[src/rtl/uart_tx_cfg_if.sv]
// Parallel-side bundle for uart_tx_cfg: word, framing config,
// handshake and the serial line.
interface uart_tx_cfg_if #(
  parameter int DATA_WIDTH = 8,
  parameter int PRESCALE_W = 6
);
  logic [DATA_WIDTH-1:0] P_DATA;
  logic                  Data_Valid;
  logic                  PAR_EN;
  logic                  PAR_TYP;
  logic                  Stop2;
  logic [PRESCALE_W-1:0] Prescale;
  logic                  TX_Ready;
  logic                  busy;
  logic                  TX_OUT;

  modport master (
    output P_DATA, Data_Valid, PAR_EN,
    output PAR_TYP, Stop2, Prescale,
    input  TX_Ready, busy, TX_OUT
  );

  modport slave (
    input  P_DATA, Data_Valid, PAR_EN,
    input  PAR_TYP, Stop2, Prescale,
    output TX_Ready, busy, TX_OUT
  );
endinterface

[src/rtl/uart_tx_cfg.sv]
// Parametrised UART transmitter with internal baud divider.
// Define UART_TX_HOLD_BUF_EN for a one-word holding buffer.
module uart_tx_cfg #(
  parameter int DATA_WIDTH = 8,
  parameter int PRESCALE_W = 6
) (
  input logic          clk,
  input logic          rst,
  uart_tx_cfg_if.slave bus
);
  localparam int IW = $clog2(DATA_WIDTH);

  typedef enum logic [2:0] {
    IDLE, START, DATA, PARITY, STOP
  } state_e;

  state_e                state_q, state_d;
  logic [PRESCALE_W-1:0] cnt_q, cnt_d;
  logic [PRESCALE_W-1:0] ps_q, ps_d;
  logic [IW-1:0]         idx_q, idx_d;
  logic [DATA_WIDTH-1:0] sh_q, sh_d;
  logic                  pen_q, pen_d;
  logic                  par_q, par_d;
  logic                  s2_q, s2_d;
  logic                  tx_q, tx_d;
  logic                  busy_q, busy_d;

  logic                  ready, accept, load;
  logic                  tc, last_data, last_stop;
  logic [PRESCALE_W-1:0] in_ps, ld_ps;
  logic                  in_par, ld_par;
  logic [DATA_WIDTH-1:0] ld_data;
  logic                  ld_pen, ld_s2;

  assign in_ps     = (bus.Prescale == '0) ?
                     PRESCALE_W'(1) : bus.Prescale;
  assign in_par    = (^bus.P_DATA) ^ bus.PAR_TYP;
  assign tc        = (cnt_q == ps_q - PRESCALE_W'(1));
  assign last_data = (idx_q == IW'(DATA_WIDTH - 1));
  assign last_stop = (idx_q == IW'(s2_q));
  assign accept    = bus.Data_Valid & ready;

`ifdef UART_TX_HOLD_BUF_EN
  logic                  use_buf;
  logic                  b_full_q;
  logic [DATA_WIDTH-1:0] b_data_q;
  logic                  b_pen_q, b_par_q, b_s2_q;
  logic [PRESCALE_W-1:0] b_ps_q;

  assign ready   = ~rst & ~b_full_q;
  assign ld_data = use_buf ? b_data_q : bus.P_DATA;
  assign ld_pen  = use_buf ? b_pen_q  : bus.PAR_EN;
  assign ld_par  = use_buf ? b_par_q  : in_par;
  assign ld_s2   = use_buf ? b_s2_q   : bus.Stop2;
  assign ld_ps   = use_buf ? b_ps_q   : in_ps;

  // Words arriving while a frame is running wait here
  always_ff @(posedge clk or posedge rst) begin
    if (rst) begin
      b_full_q <= 1'b0;
      b_data_q <= '0;
      b_pen_q  <= 1'b0;
      b_par_q  <= 1'b0;
      b_s2_q   <= 1'b0;
      b_ps_q   <= PRESCALE_W'(1);
    end else begin
      if (use_buf) b_full_q <= 1'b0;
      if (accept && state_q != IDLE) begin
        b_full_q <= 1'b1;
        b_data_q <= bus.P_DATA;
        b_pen_q  <= bus.PAR_EN;
        b_par_q  <= in_par;
        b_s2_q   <= bus.Stop2;
        b_ps_q   <= in_ps;
      end
    end
  end
`else
  assign ready   = ~rst & (state_q == IDLE) & ~busy_q;
  assign ld_data = bus.P_DATA;
  assign ld_pen  = bus.PAR_EN;
  assign ld_par  = in_par;
  assign ld_s2   = bus.Stop2;
  assign ld_ps   = in_ps;
`endif

  always_ff @(posedge clk or posedge rst) begin
    if (rst) begin
      state_q <= IDLE;
      cnt_q   <= '0;
      ps_q    <= PRESCALE_W'(1);
      idx_q   <= '0;
      sh_q    <= '0;
      pen_q   <= 1'b0;
      par_q   <= 1'b0;
      s2_q    <= 1'b0;
      tx_q    <= 1'b1;
      busy_q  <= 1'b0;
    end else begin
      state_q <= state_d;
      cnt_q   <= cnt_d;
      ps_q    <= ps_d;
      idx_q   <= idx_d;
      sh_q    <= sh_d;
      pen_q   <= pen_d;
      par_q   <= par_d;
      s2_q    <= s2_d;
      tx_q    <= tx_d;
      busy_q  <= busy_d;
    end
  end

  always_comb begin
    state_d = state_q;
    cnt_d   = cnt_q;
    ps_d    = ps_q;
    idx_d   = idx_q;
    sh_d    = sh_q;
    pen_d   = pen_q;
    par_d   = par_q;
    s2_d    = s2_q;
    load    = 1'b0;
`ifdef UART_TX_HOLD_BUF_EN
    use_buf = 1'b0;
`endif
    if (state_q != IDLE)
      cnt_d = tc ? '0 : cnt_q + PRESCALE_W'(1);
    unique case (state_q)
      IDLE: begin
`ifdef UART_TX_HOLD_BUF_EN
        if (b_full_q) begin
          load    = 1'b1;
          use_buf = 1'b1;
        end else if (accept) begin
          load = 1'b1;
        end
`else
        if (accept) load = 1'b1;
`endif
      end
      START: if (tc) state_d = DATA;
      DATA: begin
        if (tc) begin
          sh_d = sh_q >> 1;
          if (last_data) begin
            idx_d   = '0;
            state_d = pen_q ? PARITY : STOP;
          end else begin
            idx_d = idx_q + IW'(1);
          end
        end
      end
      PARITY: if (tc) state_d = STOP;
      STOP: begin
        if (tc) begin
          if (last_stop) begin
            idx_d   = '0;
            state_d = IDLE;
`ifdef UART_TX_HOLD_BUF_EN
            if (b_full_q) begin
              load    = 1'b1;
              use_buf = 1'b1;
            end
`endif
          end else begin
            idx_d = idx_q + IW'(1);
          end
        end
      end
      default: state_d = IDLE;
    endcase
    if (load) begin
      state_d = START;
      cnt_d   = '0;
      idx_d   = '0;
      sh_d    = ld_data;
      pen_d   = ld_pen;
      par_d   = ld_par;
      s2_d    = ld_s2;
      ps_d    = ld_ps;
    end
  end

  // Line level and busy are registered one edge behind the state
  always_comb begin
    tx_d   = 1'b1;
    busy_d = (state_q != IDLE);
    unique case (state_q)
      START:   tx_d = 1'b0;
      DATA:    tx_d = sh_q[0];
      PARITY:  tx_d = par_q;
      default: tx_d = 1'b1;
    endcase
  end

  assign bus.TX_OUT   = tx_q;
  assign bus.busy     = busy_q;
  assign bus.TX_Ready = ready;
endmodule

[src/flat_wrapper.sv]
// flat-port wrapper written by rule: the top's interface ports become plain ports
module uart_tx_cfg_flat 
#(
  parameter int DATA_WIDTH = 8,
  parameter int PRESCALE_W = 6
)
  (clk, rst, bus_P_DATA, bus_Data_Valid, bus_PAR_EN, bus_PAR_TYP, bus_Stop2, bus_Prescale, bus_TX_Ready, bus_busy, bus_TX_OUT);
  uart_tx_cfg_if #(.DATA_WIDTH(DATA_WIDTH), .PRESCALE_W(PRESCALE_W)) bus_i ();
  input logic clk;
  input logic rst;
  input wire logic [$bits(bus_i.P_DATA)-1:0] bus_P_DATA;
  input wire logic [$bits(bus_i.Data_Valid)-1:0] bus_Data_Valid;
  input wire logic [$bits(bus_i.PAR_EN)-1:0] bus_PAR_EN;
  input wire logic [$bits(bus_i.PAR_TYP)-1:0] bus_PAR_TYP;
  input wire logic [$bits(bus_i.Stop2)-1:0] bus_Stop2;
  input wire logic [$bits(bus_i.Prescale)-1:0] bus_Prescale;
  output wire logic [$bits(bus_i.TX_Ready)-1:0] bus_TX_Ready;
  output wire logic [$bits(bus_i.busy)-1:0] bus_busy;
  output wire logic [$bits(bus_i.TX_OUT)-1:0] bus_TX_OUT;
  assign bus_i.P_DATA = bus_P_DATA;
  assign bus_i.Data_Valid = bus_Data_Valid;
  assign bus_i.PAR_EN = bus_PAR_EN;
  assign bus_i.PAR_TYP = bus_PAR_TYP;
  assign bus_i.Stop2 = bus_Stop2;
  assign bus_i.Prescale = bus_Prescale;
  assign bus_TX_Ready = bus_i.TX_Ready;
  assign bus_busy = bus_i.busy;
  assign bus_TX_OUT = bus_i.TX_OUT;
  uart_tx_cfg #(.DATA_WIDTH(DATA_WIDTH), .PRESCALE_W(PRESCALE_W)) u_core (.clk(clk), .rst(rst), .bus(bus_i));
endmodule
[config.mk]
export PLATFORM = sky130hd
export DESIGN_NAME = uart_tx_cfg_flat
export DESIGN_NICKNAME = d
export VERILOG_FILES = /design/src/rtl/uart_tx_cfg_if.sv /design/src/rtl/uart_tx_cfg.sv /design/src/flat_wrapper.sv
export SDC_FILE = /design/constraint.sdc
export NUM_CORES = 1
export LEC_CHECK = 0
export ABC_AREA = 1
export CAP_MARGIN = 20
export CORE_ASPECT_RATIO = 1.75
export CORE_UTILIZATION = 25
export DETAILED_ROUTE_END_ITERATION = 6
export GPL_ROUTABILITY_DRIVEN = 0
export GPL_TIMING_DRIVEN = 1
export RECOVER_POWER = 25
export SKIP_CTS_REPAIR_TIMING = 1
export SYNTH_ARGS = -nofsm -noshare
export SYNTH_HDL_FRONTEND = slang
export SYNTH_SLANG_ARGS = --single-unit
export TNS_END_PERCENT = 20
[constraint.sdc]
create_clock -name clk -period 2.1 [get_ports clk]
set_input_delay 0.21 -clock clk [delete_from_list [all_inputs] [get_ports clk]]
set_output_delay 0.21 -clock clk [all_outputs]
set_load 0.005 [all_outputs]
==> results.tsv <==
metric	value	unit
cp-startpoint	u_core.state_q[2]	
syn_nets	277	
grt_pass1_wl	7.20	mm
synth_common_cells	nand2_1 (92), inv_1 (30), dfrtp_1 (29), nand3_1 (29), o21ai_0 (12)	
netlist_top_cells_area	dfrtp_1 (38%), nand2_1 (18%), nand3_1 (7.6%), inv_1 (5.9%), xnor2_1 (3.2%)	
syn_area	0.00191	mm2
htreeDepth	2	
drv_slew	0	
outcome	completed	
synthArstFlopShare	100	%
worstPathRequired	1.89	ns
max-slew-margin-rel	47.4	%
grt_max_degree	32	
first_pass_iters	4	
die_area	0.00799	mm2
critical-path-top-delay-family	buffers and inverters	
clockBufferDepth	2	
yosysWarnings	0	
cts.sinks	31	
cellPowerDensity	1340	mW/mm2
core.rowCount	41	
antenna_cells	0	
synth_edf_count	0	
worst_ep_arrival_time	1.74	ns
antenna_found_initial	0	
cts_tree	built	
worstReg2RegStart	u_core.ps_q[0]	
io_pins	23	
grt_overflow	0	
setup_viol	0	
final_nets	305	
core_area	0.00728	mm2
hold_class	flop to flop	
post-place-ws	0.136	ns
hp-start	u_core.sh_q[0]	
worst_slew_pin_slew	0.789	ns
synth.avg_cell_area	7.54	um2
start_util	26.2	%
fin_setup_tns	0	ns
power_leakage	1.21	nW
skew	0.00382	ns
grt_use_total	12.0	%
die_h	118	um
cp_slowest_cell	clkdlybuf4s50_1	
wire_per_inst	11.6	um
drv_cap	0	
final_util	32.9	%
worstPathCellList	inv_1 > nand2_4 > nor3_4 > clkdlybuf4s50_1	
clockRootBuffer	clkbuf_16	
port_buffers	22	
areaGrowthSynthToFinish	25.7	%
synth.largest_area_cell	dfrtp_1	
synth.distinct_cells	29	
peakVddDrop	420	uV
ys_seq_area_share	40.8	%
grt_pass1_vias	1671	
yosysMostFrequentCell	nand2_1	
p_total	3.20	mW
first_iter_violations	83	
min_period_over_period	92.7	%
die_w	68.0	um
fmax	0.514	GHz
drc	0	
hold_ws	0.472	ns
hold_violations	0	
cpPeakStageDelay	0.53	ns
clk_latency	0.28	ns
nFillCells	765	
cp_max_fo	7	
path_buf_inv	2	
drt-vias-per-instance	4.58	
drive_gt1_share	9.93	%
routed-via-count	1685	
wl	4.27	mm
yosys.area.top_type_share	38.1	%
synth_ff_type	dfrtp_1	
startpoint_type	flop	
cts_buffers	5	
synthCells	253	
endpoint_kind	output pin	
path_class	flop to output pin	
synth-seq-cells	31	
fin_ws	0.154	ns
ant_nets	0	
hpwlAfterDp	3.13	mm
cts.clk_slew.worst_paths	0.05	ns
min_period	1.95	ns
[layout make-up]
class,count,area [um2],area share [%]
multi-input cells,187,985,41.1
well taps,86,108,4.49
flip-flops and latches,31,778,32.5
repair buffers,24,233,9.71
clock buffers,6,139,5.79
clock inverters,2,35.0,1.46
inverters,32,120,5.01
[stage by stage]
stage | area (um2) | instances
6_report | 2400 | 368
5_1_grt | 2400 | 368
4_1_cts | 2390 | 368
3_5_place_dp | 2220 | 360
3_3_place_gp | 2220 | 360
2_1_floorplan | 1910 | 253
[registers in the layout, summed over array words and instances (netlist names)]
name	flops
u_core.bus.TX_OUT	1
u_core.cnt_q	6
u_core.par_q	1
u_core.s2_q	1
u_core.ps_q	6
u_core.state_q	3
u_core.bus.busy	1
u_core.pen_q	1
u_core.sh_q	8
u_core.idx_q	3
[layer usage]
metal	track usage, %	routed length [um]	vias up	part of all wire, %
li1	-	-	857	-
met1	13.1	1800	789	42
met2	20.6	2260	32	53
met3	3.10	142	7	3.3
met4	4.95	61	0	1.4
met5	0	0	-	0
[tightest hold or removal path, stage by stage, from the launching register on]
cell	delay, ns
dfrtp_1	0.34
nand2_1	0.05
nand2_1	0.05
[logic make-up after synthesis]
family	count (synthesis)	share of synthesized area, %
fa+ha+maj	4	2.62
xor+xnor	14	6.43
buf+inv	35	8.07
flops	31	40.8
simple gates	145	34.8
compound gates	24	7.28
[final timing paths]
| path | endpoint | slack (ns) | cells past startpoint |
|---|---|---|---|
| setup / recovery | bus_TX_Ready | 0.15 | 4 |
| hold / removal | u_core.sh_q[0] | 0.47 | 2 |
| setup reg to reg | u_core.state_q[1] | 0.16 | 12 |
| hold reg to reg | u_core.sh_q[0] | 0.47 | 2 |
| max in group asynchronous | u_core.sh_q[7] | 0.93 | 3 |
| min in group asynchronous | u_core.cnt_q[4] | 0.68 | 3 |
[cells in the final DEF (no fill, tap or decap), types with 2 or more instances in the layout]
cell	count
o22ai_1	4
nand2_4	4
nor2_1	7
xnor2_1	7
ha_1	4
nor2_2	2
o211ai_1	2
dfstp_2	2
xor2_1	7
clkbuf_16	5
nand3_1	29
inv_2	2
nand2_1	92
inv_1	30
clkdlybuf4s50_1	21
o21ai_0	12
nand2_2	2
nand4_1	2
a21oi_1	2
dfrtp_1	29
nor2_4	2
[where the power goes]
| part | switching [mW] | internal (mW) | leakage, nW |
|---|---|---|---|
| Clock | 0.267 | 0.589 | 0.0868 |
| Sequential | 0.205 | 0.837 | 0.393 |
| Combinational | 0.792 | 0.514 | 0.726 |
No activity file was read; power rests on OpenSTA's default activity.
